$ cat config.mk
export PLATFORM = sky130hd
export DESIGN_NAME = mux_tree_pipe_flat
export DESIGN_NICKNAME = d
export VERILOG_FILES = /design/src/rtl/mux_tree_pipe_pkg.sv /design/src/rtl/mux_tree_pipe_if.sv /design/src/rtl/mux_tree_pipe_mux4_stage.sv /design/src/rtl/mux_tree_pipe.sv /design/src/flat_wrapper.sv
export SDC_FILE = /design/constraint.sdc
export NUM_CORES = 1
export LEC_CHECK = 0
export ABC_AREA = 1
export CORE_ASPECT_RATIO = 1.2
export CORE_MARGIN = 2
export CORE_UTILIZATION = 43
export CTS_CLUSTER_DIAMETER = 150
export DETAILED_ROUTE_END_ITERATION = 8
export PLACE_DENSITY = 0.93
export SYNTH_ARGS = -nofsm -noshare
export SYNTH_HDL_FRONTEND = slang
export SYNTH_SLANG_ARGS = --single-unit
$ cat constraint.sdc
create_clock -name CLK -period 1.6 [get_ports CLK]
set_clock_uncertainty 0.1 [all_clocks]
set_input_delay 0.16 -clock CLK [delete_from_list [all_inputs] [get_ports CLK]]
set_output_delay 0.16 -clock CLK [all_outputs]
set_load 0.1 [all_outputs]
$ cat src/rtl/mux_tree_pipe_pkg.sv
// Shared definitions for the pipelined 4:1 mux tree.
// Contents: select-slice width, level-count function clog4(), stage
// bookkeeping helpers and the parameter legality checks used at elaboration.
package mux_tree_pipe_pkg;

    // Each tree level consumes this many select bits.
    localparam int unsigned SEL_SLICE_W = 2;
    localparam int unsigned W_MIN       = 1;
    localparam int unsigned W_MAX       = 32;
    localparam int unsigned N_MAX       = 64;

    // Number of 4:1 levels needed to reduce n channels to one.
    function automatic int unsigned clog4(input int unsigned n);
        int unsigned lvl;
        int unsigned span;
        lvl  = 0;
        span = 1;
        for (int i = 0; i < 16; i++) begin
            if (span < n) begin
                span = span * 4;
                lvl  = lvl + 1;
            end
        end
        return lvl;
    endfunction

    // True when n is 4, 16 or 64.
    function automatic bit n_is_pow4(input int unsigned n);
        return (n >= 4) && (n <= N_MAX) && ((32'd1 << (2 * clog4(n))) == n);
    endfunction

    function automatic bit w_in_range(input int unsigned w);
        return (w >= W_MIN) && (w <= W_MAX);
    endfunction

    // Flat index of the first stage of level lvl (level 0 holds n/4 stages).
    function automatic int unsigned stage_base(input int unsigned n, input int unsigned lvl);
        int unsigned base;
        base = 0;
        for (int unsigned i = 0; i < lvl; i++) begin
            base = base + (n >> (2 * (i + 1)));
        end
        return base;
    endfunction

    // Total number of mux4 stages in the tree.
    function automatic int unsigned stage_count(input int unsigned n);
        return stage_base(n, clog4(n));
    endfunction

endpackage

$ cat src/rtl/mux_tree_pipe_if.sv
// Streaming bus of the mux tree.
// Upstream side: I (N*W channel data), S (direct select), SCAN_EN,
// IN_VALID / IN_READY. Downstream side: OUT, OUT_CH, OUT_VALID / OUT_READY.
// master = traffic generator/consumer, slave = the mux tree.
interface mux_tree_pipe_if #(
    parameter int unsigned W  = 8,
    parameter int unsigned N  = 16,
    parameter int unsigned SW = 4
) ();
    logic [N*W-1:0] I;
    logic [SW-1:0]  S;
    logic           SCAN_EN;
    logic           IN_VALID;
    logic           IN_READY;
    logic [W-1:0]   OUT;
    logic [SW-1:0]  OUT_CH;
    logic           OUT_VALID;
    logic           OUT_READY;

    modport master (
        output I, S, SCAN_EN, IN_VALID, OUT_READY,
        input  IN_READY, OUT, OUT_CH, OUT_VALID
    );

    modport slave (
        input  I, S, SCAN_EN, IN_VALID, OUT_READY,
        output IN_READY, OUT, OUT_CH, OUT_VALID
    );
endinterface

$ cat src/rtl/mux_tree_pipe_mux4_stage.sv
// mux4_stage: one registered W-bit 4:1 mux of the tree.
// Ports: clk, rst (sync, active-high), en (advance), vld_i/tag_i (slot valid
// and channel tag passed through), sel_i (2-bit leg select), d_i (four legs,
// leg k at [k*W +: W]), q_o/vld_o/tag_o (registered results).
module mux4_stage
    import mux_tree_pipe_pkg::*;
#(
    parameter int unsigned W  = 8,
    parameter int unsigned TW = 4
) (
    input  logic                   clk,
    input  logic                   rst,
    input  logic                   en,
    input  logic                   vld_i,
    input  logic [TW-1:0]          tag_i,
    input  logic [SEL_SLICE_W-1:0] sel_i,
    input  logic [4*W-1:0]         d_i,
    output logic [W-1:0]           q_o,
    output logic                   vld_o,
    output logic [TW-1:0]          tag_o
);

    logic [W-1:0]  q_q,   q_d;
    logic          vld_q, vld_d;
    logic [TW-1:0] tag_q, tag_d;

    // Next-state: pick a leg when advancing, otherwise hold.
    always_comb begin
        q_d   = q_q;
        vld_d = vld_q;
        tag_d = tag_q;
        if (en) begin
            vld_d = vld_i;
            tag_d = tag_i;
            case (sel_i)
                2'd0:    q_d = d_i[0 +: W];
                2'd1:    q_d = d_i[W +: W];
                2'd2:    q_d = d_i[2*W +: W];
                2'd3:    q_d = d_i[3*W +: W];
                default: q_d = d_i[0 +: W];
            endcase
        end else begin
            q_d   = q_q;
            vld_d = vld_q;
            tag_d = tag_q;
        end
    end

    // Stage registers with synchronous clear.
    always_ff @(posedge clk) begin
        if (rst) begin
            q_q   <= {W{1'b0}};
            vld_q <= 1'b0;
            tag_q <= {TW{1'b0}};
        end else begin
            q_q   <= q_d;
            vld_q <= vld_d;
            tag_q <= tag_d;
        end
    end

    assign q_o   = q_q;
    assign vld_o = vld_q;
    assign tag_o = tag_q;

endmodule

$ cat src/rtl/mux_tree_pipe.sv
// mux_tree_pipe: N-channel W-bit selector built as a registered tree of
// 4:1 muxes (one register level per 2 select bits), with valid/ready
// handshake and an optional internal scan counter as the select source.
// Ports: CLK, RST (sync, active-high), bus (mux_tree_pipe_if.slave).
module mux_tree_pipe
    import mux_tree_pipe_pkg::*;
#(
    parameter int unsigned W  = 8,
    parameter int unsigned N  = 16,
    parameter int unsigned SW = 4
) (
    input  logic          CLK,
    input  logic          RST,
    mux_tree_pipe_if.slave bus
);

    localparam int unsigned L = clog4(N);
    localparam int unsigned T = stage_count(N);

    if (!n_is_pow4(N) || (SW != SEL_SLICE_W * L) || !w_in_range(W)) begin : g_bad_params
        $error("mux_tree_pipe: N must be 4/16/64, SW must be log2(N), W must be 1..32");
    end

    logic          en_s;
    logic          xfer_s;
    logic [SW-1:0] sel_eff_s;
    logic [SW-1:0] sc_q, sc_d;

    logic [W-1:0]  leaf_s [N];
    logic [W-1:0]  node_s [T];
    logic          vld_s  [T];
    logic [SW-1:0] tag_s  [T];

    // Handshake, effective select and scan counter next state.
    always_comb begin
        en_s   = !bus.OUT_VALID || bus.OUT_READY;
        xfer_s = bus.IN_VALID && en_s;
        if (bus.SCAN_EN) begin
            sel_eff_s = sc_q;
        end else begin
            sel_eff_s = bus.S;
        end
        if (xfer_s && bus.SCAN_EN) begin
            sc_d = sc_q + {{(SW-1){1'b0}}, 1'b1};
        end else begin
            sc_d = sc_q;
        end
    end

    // Scan counter register; wraps naturally since N = 2**SW.
    always_ff @(posedge CLK) begin
        if (RST) begin
            sc_q <= {SW{1'b0}};
        end else begin
            sc_q <= sc_d;
        end
    end

    for (genvar k = 0; k < N; k++) begin : g_leaf
        assign leaf_s[k] = bus.I[k*W +: W];
    end

    for (genvar j = 0; j < L; j++) begin : g_lvl
        localparam int unsigned M  = N >> (2 * (j + 1));
        localparam int unsigned SB = stage_base(N, j);
        for (genvar m = 0; m < M; m++) begin : g_mux
            logic          vld_in_s;
            logic [SW-1:0] tag_in_s;
            logic [4*W-1:0] d_in_s;
            if (j == 0) begin : g_first
                assign vld_in_s = xfer_s;
                assign tag_in_s = sel_eff_s;
                assign d_in_s   = {leaf_s[4*m+3], leaf_s[4*m+2], leaf_s[4*m+1], leaf_s[4*m]};
            end else begin : g_inner
                localparam int unsigned PB = stage_base(N, j - 1) + 4 * m;
                // All stages of a level hold the same slot, so the four
                // upstream valid/tag copies are identical; OR-ing them just
                // forwards that common value.
                assign vld_in_s = vld_s[PB] | vld_s[PB+1] | vld_s[PB+2] | vld_s[PB+3];
                assign tag_in_s = tag_s[PB] | tag_s[PB+1] | tag_s[PB+2] | tag_s[PB+3];
                assign d_in_s   = {node_s[PB+3], node_s[PB+2], node_s[PB+1], node_s[PB]};
            end
            mux4_stage #(.W(W), .TW(SW)) u_stage (
                .clk   (CLK),
                .rst   (RST),
                .en    (en_s),
                .vld_i (vld_in_s),
                .tag_i (tag_in_s),
                .sel_i (tag_in_s[2*j +: 2]),
                .d_i   (d_in_s),
                .q_o   (node_s[SB+m]),
                .vld_o (vld_s[SB+m]),
                .tag_o (tag_s[SB+m])
            );
        end
    end

    assign bus.IN_READY  = en_s;
    assign bus.OUT       = node_s[T-1];
    assign bus.OUT_CH    = tag_s[T-1];
    assign bus.OUT_VALID = vld_s[T-1];

endmodule

$ cat src/flat_wrapper.sv
// flat-port wrapper written by rule: the top's interface ports become plain ports
module mux_tree_pipe_flat import mux_tree_pipe_pkg::*;
#(
    parameter int unsigned W  = 8,
    parameter int unsigned N  = 16,
    parameter int unsigned SW = 4
)
  (CLK, RST, bus_I, bus_S, bus_SCAN_EN, bus_IN_VALID, bus_OUT_READY, bus_IN_READY, bus_OUT, bus_OUT_CH, bus_OUT_VALID);
  mux_tree_pipe_if #(.W(W), .N(N), .SW(SW)) bus_i ();
  input  logic CLK;
  input  logic RST;
  input wire logic [$bits(bus_i.I)-1:0] bus_I;
  input wire logic [$bits(bus_i.S)-1:0] bus_S;
  input wire logic [$bits(bus_i.SCAN_EN)-1:0] bus_SCAN_EN;
  input wire logic [$bits(bus_i.IN_VALID)-1:0] bus_IN_VALID;
  input wire logic [$bits(bus_i.OUT_READY)-1:0] bus_OUT_READY;
  output wire logic [$bits(bus_i.IN_READY)-1:0] bus_IN_READY;
  output wire logic [$bits(bus_i.OUT)-1:0] bus_OUT;
  output wire logic [$bits(bus_i.OUT_CH)-1:0] bus_OUT_CH;
  output wire logic [$bits(bus_i.OUT_VALID)-1:0] bus_OUT_VALID;
  assign bus_i.I = bus_I;
  assign bus_i.S = bus_S;
  assign bus_i.SCAN_EN = bus_SCAN_EN;
  assign bus_i.IN_VALID = bus_IN_VALID;
  assign bus_i.OUT_READY = bus_OUT_READY;
  assign bus_IN_READY = bus_i.IN_READY;
  assign bus_OUT = bus_i.OUT;
  assign bus_OUT_CH = bus_i.OUT_CH;
  assign bus_OUT_VALID = bus_i.OUT_VALID;
  mux_tree_pipe #(.W(W), .N(N), .SW(SW)) u_core (.CLK(CLK), .RST(RST), .bus(bus_i));
endmodule
# Word-level counts from Yosys, hierarchy flattened
# Index checks and enable logic that the tools add are counted.
totals:
  regBits: 54
  wordCells: 32
op_classes:
  eq_ne: 6
  n_mux: 6
  bitwise_logic: 3
  add_sub_neg: 1
  n_reduce_logical: 6
op_table:
  columns: ["op", "count"]
  rows:
  - ["$pmux W8 S4", 5]
  - ["$or A4 B4 Y4", 3]
  - ["$eq A2 B2 Y1 const B", 4]
  - ["$add A4 B1 Y4 const B", 1]
  - ["$eq A2 B1 Y1 const B", 2]
  - ["$logic_not A2 Y1", 2]
  - ["$mux W4", 1]
  - ["$logic_and A1 B1 Y1", 2]
  - ["$logic_not A1 Y1", 1]
  - ["$logic_or A1 B1 Y1", 1]

# Longest topological paths before layout
# Gate-level depths: netlist of the first run.
logic_depth:
  word_depth: 5
  depth_mapped: 11
  depth_no_buf: 9

# Hierarchy
# From an unflattened synthesis of the first run, not the netlist that was laid out.
unflattened:
  hier_cells: 610
  hier_area_um2: 3985.1
by_module_without_submodules:
  columns: ["mod", "area_per_inst_um2", "cells_per_inst", "n_inst"]
  rows:
  - ["mux4_stage", 728.2, 111, 5]
  - ["mux_tree_pipe", 344.1, 55, 1]

# Worst setup path after synthesis of the first run
# No wires, ideal clock.
synth_timing:
  kind: "reg-to-reg"
  from: "register u_core.g_lvl[1].g_mux[0].u_stage.vld_q"
  to: "register u_core.g_lvl[0].g_mux[0].u_stage.tag_q[2]"
  stages_incl_launch_ff: 7
  required_ns: 1.427
  arrival_ns: 2.058
  n_path_buf: 2
  slack_ns: -0.632
  cell_sequence: "dfxtp_1 > inv_1 > nor2_1 > inv_2 > clkbuf_1 > buf_2 > a21oi_1"
synth_via:
  elab_chain_len: 2
synth_lines:
  columns: ["item", "line", "text"]
  rows:
  - ["start: declaration", "mux_tree_pipe_mux4_stage.sv:24", "logic vld_q, vld_d;"]
  - ["start signal: assignment", "mux_tree_pipe_mux4_stage.sv:57", "vld_q <= vld_d;"]
  - ["$logic_not A1 Y1", "mux_tree_pipe.sv:36", "en_s = !bus.OUT_VALID || bus.OUT_READY;"]
  - ["$logic_or A1 B1 Y1", "mux_tree_pipe.sv:36", null]
  - ["net bus_IN_READY", "flat_wrapper.sv:17", "output wire logic [$bits(bus_i.IN_READY)-1:0] bus_IN_READY;"]
  - ["end signal: assignment", "mux_tree_pipe_mux4_stage.sv:54", "tag_q <= {TW{1'b0}};"]
  - ["end signal: assignment", "mux_tree_pipe_mux4_stage.sv:58", "tag_q <= tag_d;"]
  - ["end: declaration", "mux_tree_pipe_mux4_stage.sv:25", "logic [TW-1:0] tag_q, tag_d;"]
# The timed path passes the listed nets, and every way through them passes these cells.
# A chain may end at the register's enable or synchronous reset.

# Final worst setup path of the first run
layout_timing:
  from: "input bus_SCAN_EN"
  to: "register u_core.g_lvl[0].g_mux[0].u_stage.q_q[3]"
layout_via:
  elab_chain_len: 3
layout_lines:
  columns: ["item", "line", "text"]
  rows:
  - ["start: declaration", "flat_wrapper.sv:14", "input wire logic [$bits(bus_i.SCAN_EN)-1:0] bus_SCAN_EN;"]
  - ["$mux W4 (*)", "mux_tree_pipe.sv:38", "if (bus.SCAN_EN) begin"]
  - ["$eq A2 B2 Y1, or another cell as far along", "mux_tree_pipe_mux4_stage.sv:35", "case (sel_i)"]
  - ["$pmux W8 S4 (*)", "mux_tree_pipe_mux4_stage.sv:35", null]
  - ["end signal: assignment", "mux_tree_pipe_mux4_stage.sv:52", "q_q <= {W{1'b0}};"]
  - ["end signal: assignment", "mux_tree_pipe_mux4_stage.sv:56", "q_q <= q_d;"]
  - ["end: declaration", "mux_tree_pipe_mux4_stage.sv:23", "logic [W-1:0] q_q, q_d;"]
# Every way passes the cells marked *; elsewhere a longest branch is shown, timed or not.

==> impl_metrics.csv, run 1 <==
group,metric,value,unit
critical_path,critPathMaxStageDelay,460,ps
grt,grt_usage,23.2,%
critical_path,path_cells,"clkdlybuf4s50_1 > buf_12 > inv_6 > nand2_2 > nand2_4 > nor2_8 > buf_12 > nand2_1 > nand3_1 > nor2_1 > nor2_1",
critical_path,cp_top_family,"buffers and inverters",
power,powerDensity,723,nW/µm²
critical_path,reg2reg_to,"u_core.g_lvl[0].g_mux[0].u_stage.q_o[3]",
place,hpwlAfterDp,7990,µm
layout,fin_nets,796,
cts,cts_sinks,54,
critical_path,path_class,"primary input to flip-flop",
sta,setup_tns,0,ps
sta,drv_slew,0,
yosys,synth_cells,507,
layout,multi_input_area,2020,µm²
cts,cts_htree_levels,2,
floorplan,initial_core_util,44.3,%
yosys,synth_mux_area_share,0,%
yosys,async_flop_share,0,%
sta,finalCritPeriodShare,98.5,%
grt,antenna_found_initial,0,
critical_path,r2r-start,"u_core.sc_q[1]",
layout,finish.instance_area,5310,µm²
yosys,ys_seq_elements,54,
routing,vias_per_cell,5.20,
floorplan,floorplan.rows,35,
cts,postCtsHoldBufs,0,
yosys,synth_area_leaders,"dfxtp_1, nand2_1, o21ai_0",
critical_path,crit_end,"u_core.g_lvl[0].g_mux[0].u_stage.q_o[3]",
routing,dr.first_iter.drc_count,188,
cts,cts_tree,"done",
floorplan,die_w,85.3,µm
sta,hold_viol,0,
layout,n_antenna_cell,0,
routing,ant_nets,0,
grt,met2_usage,45.9,%
yosys,synth_top_cell_by_area,"dfxtp_1",
layout,drive_gt1_share,18.8,%
routing,wl_per_cell,13.6,µm
floorplan,fp.dieH,102,µm
critical_path,path_buf_inv,4,
sta,finalSetupViolCount,0,
grt,grt_first_pass_wirelength,16600,µm
yosys,synth_compound_area_share,13.9,%
yosys,yosys.area_share.simple,44.5,%
floorplan,core,7710,µm²
floorplan,boundaryPins,151,
yosys,synth_top_area_share,31.7,%
routing,drtPass1Iterations,5,
grt,grt_pass1_vias,3754,
sta,setup_ws,24.0,ps
cts,cts_root_buf,"clkbuf_8",
yosys,yosysUniqueCellTypes,28,
critical_path,endpoint_kind,"flip-flop",
critical_path,crit_path_max_fanout,24,
critical_path,crit_required,1700,ps
job,drv_cap,0,
grt,use_met3,3.10,%
routing,via_count,3905,
place,port_buffers,150,
critical_path,worst_setup_path_start_kind,"primary input",
critical_path,reg2reg_slack,90,ps
cts,cts_buffers,5,
yosys,synth_top_family_by_area,"simple AND/OR/NAND/NOR gates",
layout,n_fill_cell,605,
power,ir_drop,535,µV
min_path,hp-class,"primary input to flip-flop",
sta,rsz0062_at_grt,"no",
grt,met1_usage,25.7,%
status,status,"finished, final reports clean",
yosys,synth_most_common_cell,"nand2_1",
grt,grt-busiest-layer,"met2",
cts,clk_latency,300,ps
place,dp_slack,-255,ps
routing,drc,0,
cts,clk_pin_slew,100,ps
sta,slew_headroom,83.2,%
routing,finalWirelength,10200,µm
critical_path,arrival,1670,ps
critical_path,slowest_stage,"clkdlybuf4s50_1",
cts,cts_buffer_depth,2,
yosys,synth_area_per_cell,6.73,µm²
yosys,synth-edff-count,0,
grt,overflow,0,
floorplan,die_area,8670,µm²
yosys,synth_ff_type,"dfxtp_1",
sta,holdWs,359,ps
sta,tightest_slew,250,ps
place,postPlaceCellArea,5200,µm²
yosys,synth_fa_ha_area_share,0.367,%
yosys,synth_seq_area_share,31.7,%
place,gp_congestion,0.858,
yosys,yosys_warnings,0,
sta,timing.fmax,635,MHz
critical_path,cp_num_cells,11,
power,p_leak,2.35,nW
layout,syn2layout_area_growth,55.6,%
yosys,synth-xor-area-share,0.257,%
critical_path,r2r_cells,9,
grt,grt_max_degree,52,
critical_path,critPathLaunch,"bus_SCAN_EN",
yosys,syn_nets,645,
sta,min_period,1580,ps
yosys,synthTopCellsByCount,"nand2_1, dfxtp_1, o21ai_0",
layout,seqCellArea,1090,µm²
yosys,syn-cell-area,3410,µm²
[power breakdown]
| group | total, mW | internal [mW] | switching, mW |
|---|---|---|---|
| logic | 1.42 | 0.686 | 0.738 |
| clock network | 0.847 | 0.405 | 0.442 |
| registers | 1.57 | 1.47 | 0.0969 |
[cell families after synthesis]
family	after synthesis
buffers and inverters	54
DFF	54
adders and majority gates	1
and+or+nand+nor	312
xor gates and xnor gates	1
AOI/OAI and AO/OA	85
[per-layer routing]
layer  share of wire [%]  vias to the layer above
li1                    -                     1935
met1                  38                     1778
met2                  53                      173
met3                 6.4                       19
met4                 2.1                        0
met5                   0                        -
[timing repair]
| item | CTS | global route |
|---|---|---|
| setup buffers | 0 | 0 |
| endpoints found under the hold margin | 0 | 0 |
| resized for setup | 0 | 5 |
| setup endpoints to repair | 0 | 6 |
[layout make-up]
type | count | share of cell area [%]
Timing Repair Buffer | 169 | 35.0
Clock inverter | 1 | 0.141
Multi-Input combinational cell | 399 | 38.0
Sequential cell | 54 | 20.4
Clock buffer | 7 | 1.84
Inverter | 29 | 2.43
Tap cell | 92 | 2.17
[metrics by stage]
stage	total power [mW]	util [%]	std cells
finish	3.84	68.9	751
global route	4.04	68.9	751
CTS	3.87	68.8	751
detailed placement	3.02	67.4	743
global placement	2.98	67.4	743
floorplan	2.37	-	507
[placed cells by master, fill, tap and decap left out, types with 2 or more instances in the layout]
cell type / instances
or2_2: 7
dfxtp_1: 52
a21oi_1: 19
nand2_2: 31
a41oi_1: 8
clkdlybuf4s50_1: 136
nand2_1: 151
nand2_4: 10
buf_4: 13
o21ai_0: 51
nor2_1: 48
inv_1: 25
clkbuf_8: 5
nor2_2: 13
a21oi_2: 5
nor2_8: 2
buf_12: 20
inv_8: 2
nand3_2: 10
nand3_1: 38
[sequential cells by signal (all words and copies together) (netlist names)]
| register | cells |
|---|---|
| u_core.sc_q | 4 |
| u_core.g_lvl.g_mux.u_stage.tag_o | 8 |
| u_core.g_lvl.g_mux.u_stage.q_o | 40 |
| u_core.g_lvl.g_mux.u_stage.vld_o | 2 |
[how the worst min path moves through the flow]
stage,slack (ps),end,cells after the start,start
final,360,u_core.g_lvl[0].g_mux[0].u_stage.tag_o[3],3,bus_S[3]
after global routing,360,u_core.g_lvl[0].g_mux[0].u_stage.tag_o[3],3,bus_S[3]
after global placement,350,u_core.g_lvl[0].g_mux[0].u_stage.vld_o,2,u_core.g_lvl[0].g_mux[0].u_stage.vld_o
after CTS,350,u_core.g_lvl[0].g_mux[0].u_stage.tag_o[3],3,bus_S[3]
after detailed placement,370,u_core.g_lvl[1].g_mux[0].u_stage.vld_o,2,u_core.g_lvl[0].g_mux[0].u_stage.vld_o
after floorplan,120,u_core.g_lvl[1].g_mux[0].u_stage.vld_o,1,RST
[worst register-to-register path: stages (launching register included)]
cell and delay [ps]:
dfxtp_1 420, inv_1 110, nand2_4 90, nand2_4 90, nand2_4 140, inv_8 100
nand2_1 90, nand2_1 50, nor2_1 180, nor2_1 60
Power figures use the tool's default switching activity.
==> inputs of run 2 (changes only) <==
--- a/config.mk
+++ b/config.mk
@@ -9,7 +9,7 @@
 export CORE_ASPECT_RATIO = 1.2
 export CORE_MARGIN = 2
 export CORE_UTILIZATION = 43
-export CTS_CLUSTER_DIAMETER = 150
+export CTS_CLUSTER_DIAMETER = 80
 export DETAILED_ROUTE_END_ITERATION = 8
 export PLACE_DENSITY = 0.93
 export SYNTH_ARGS = -nofsm -noshare
==> results of run 2 <==
The final DEF is identical to that of run 1; final timing and power are the same.
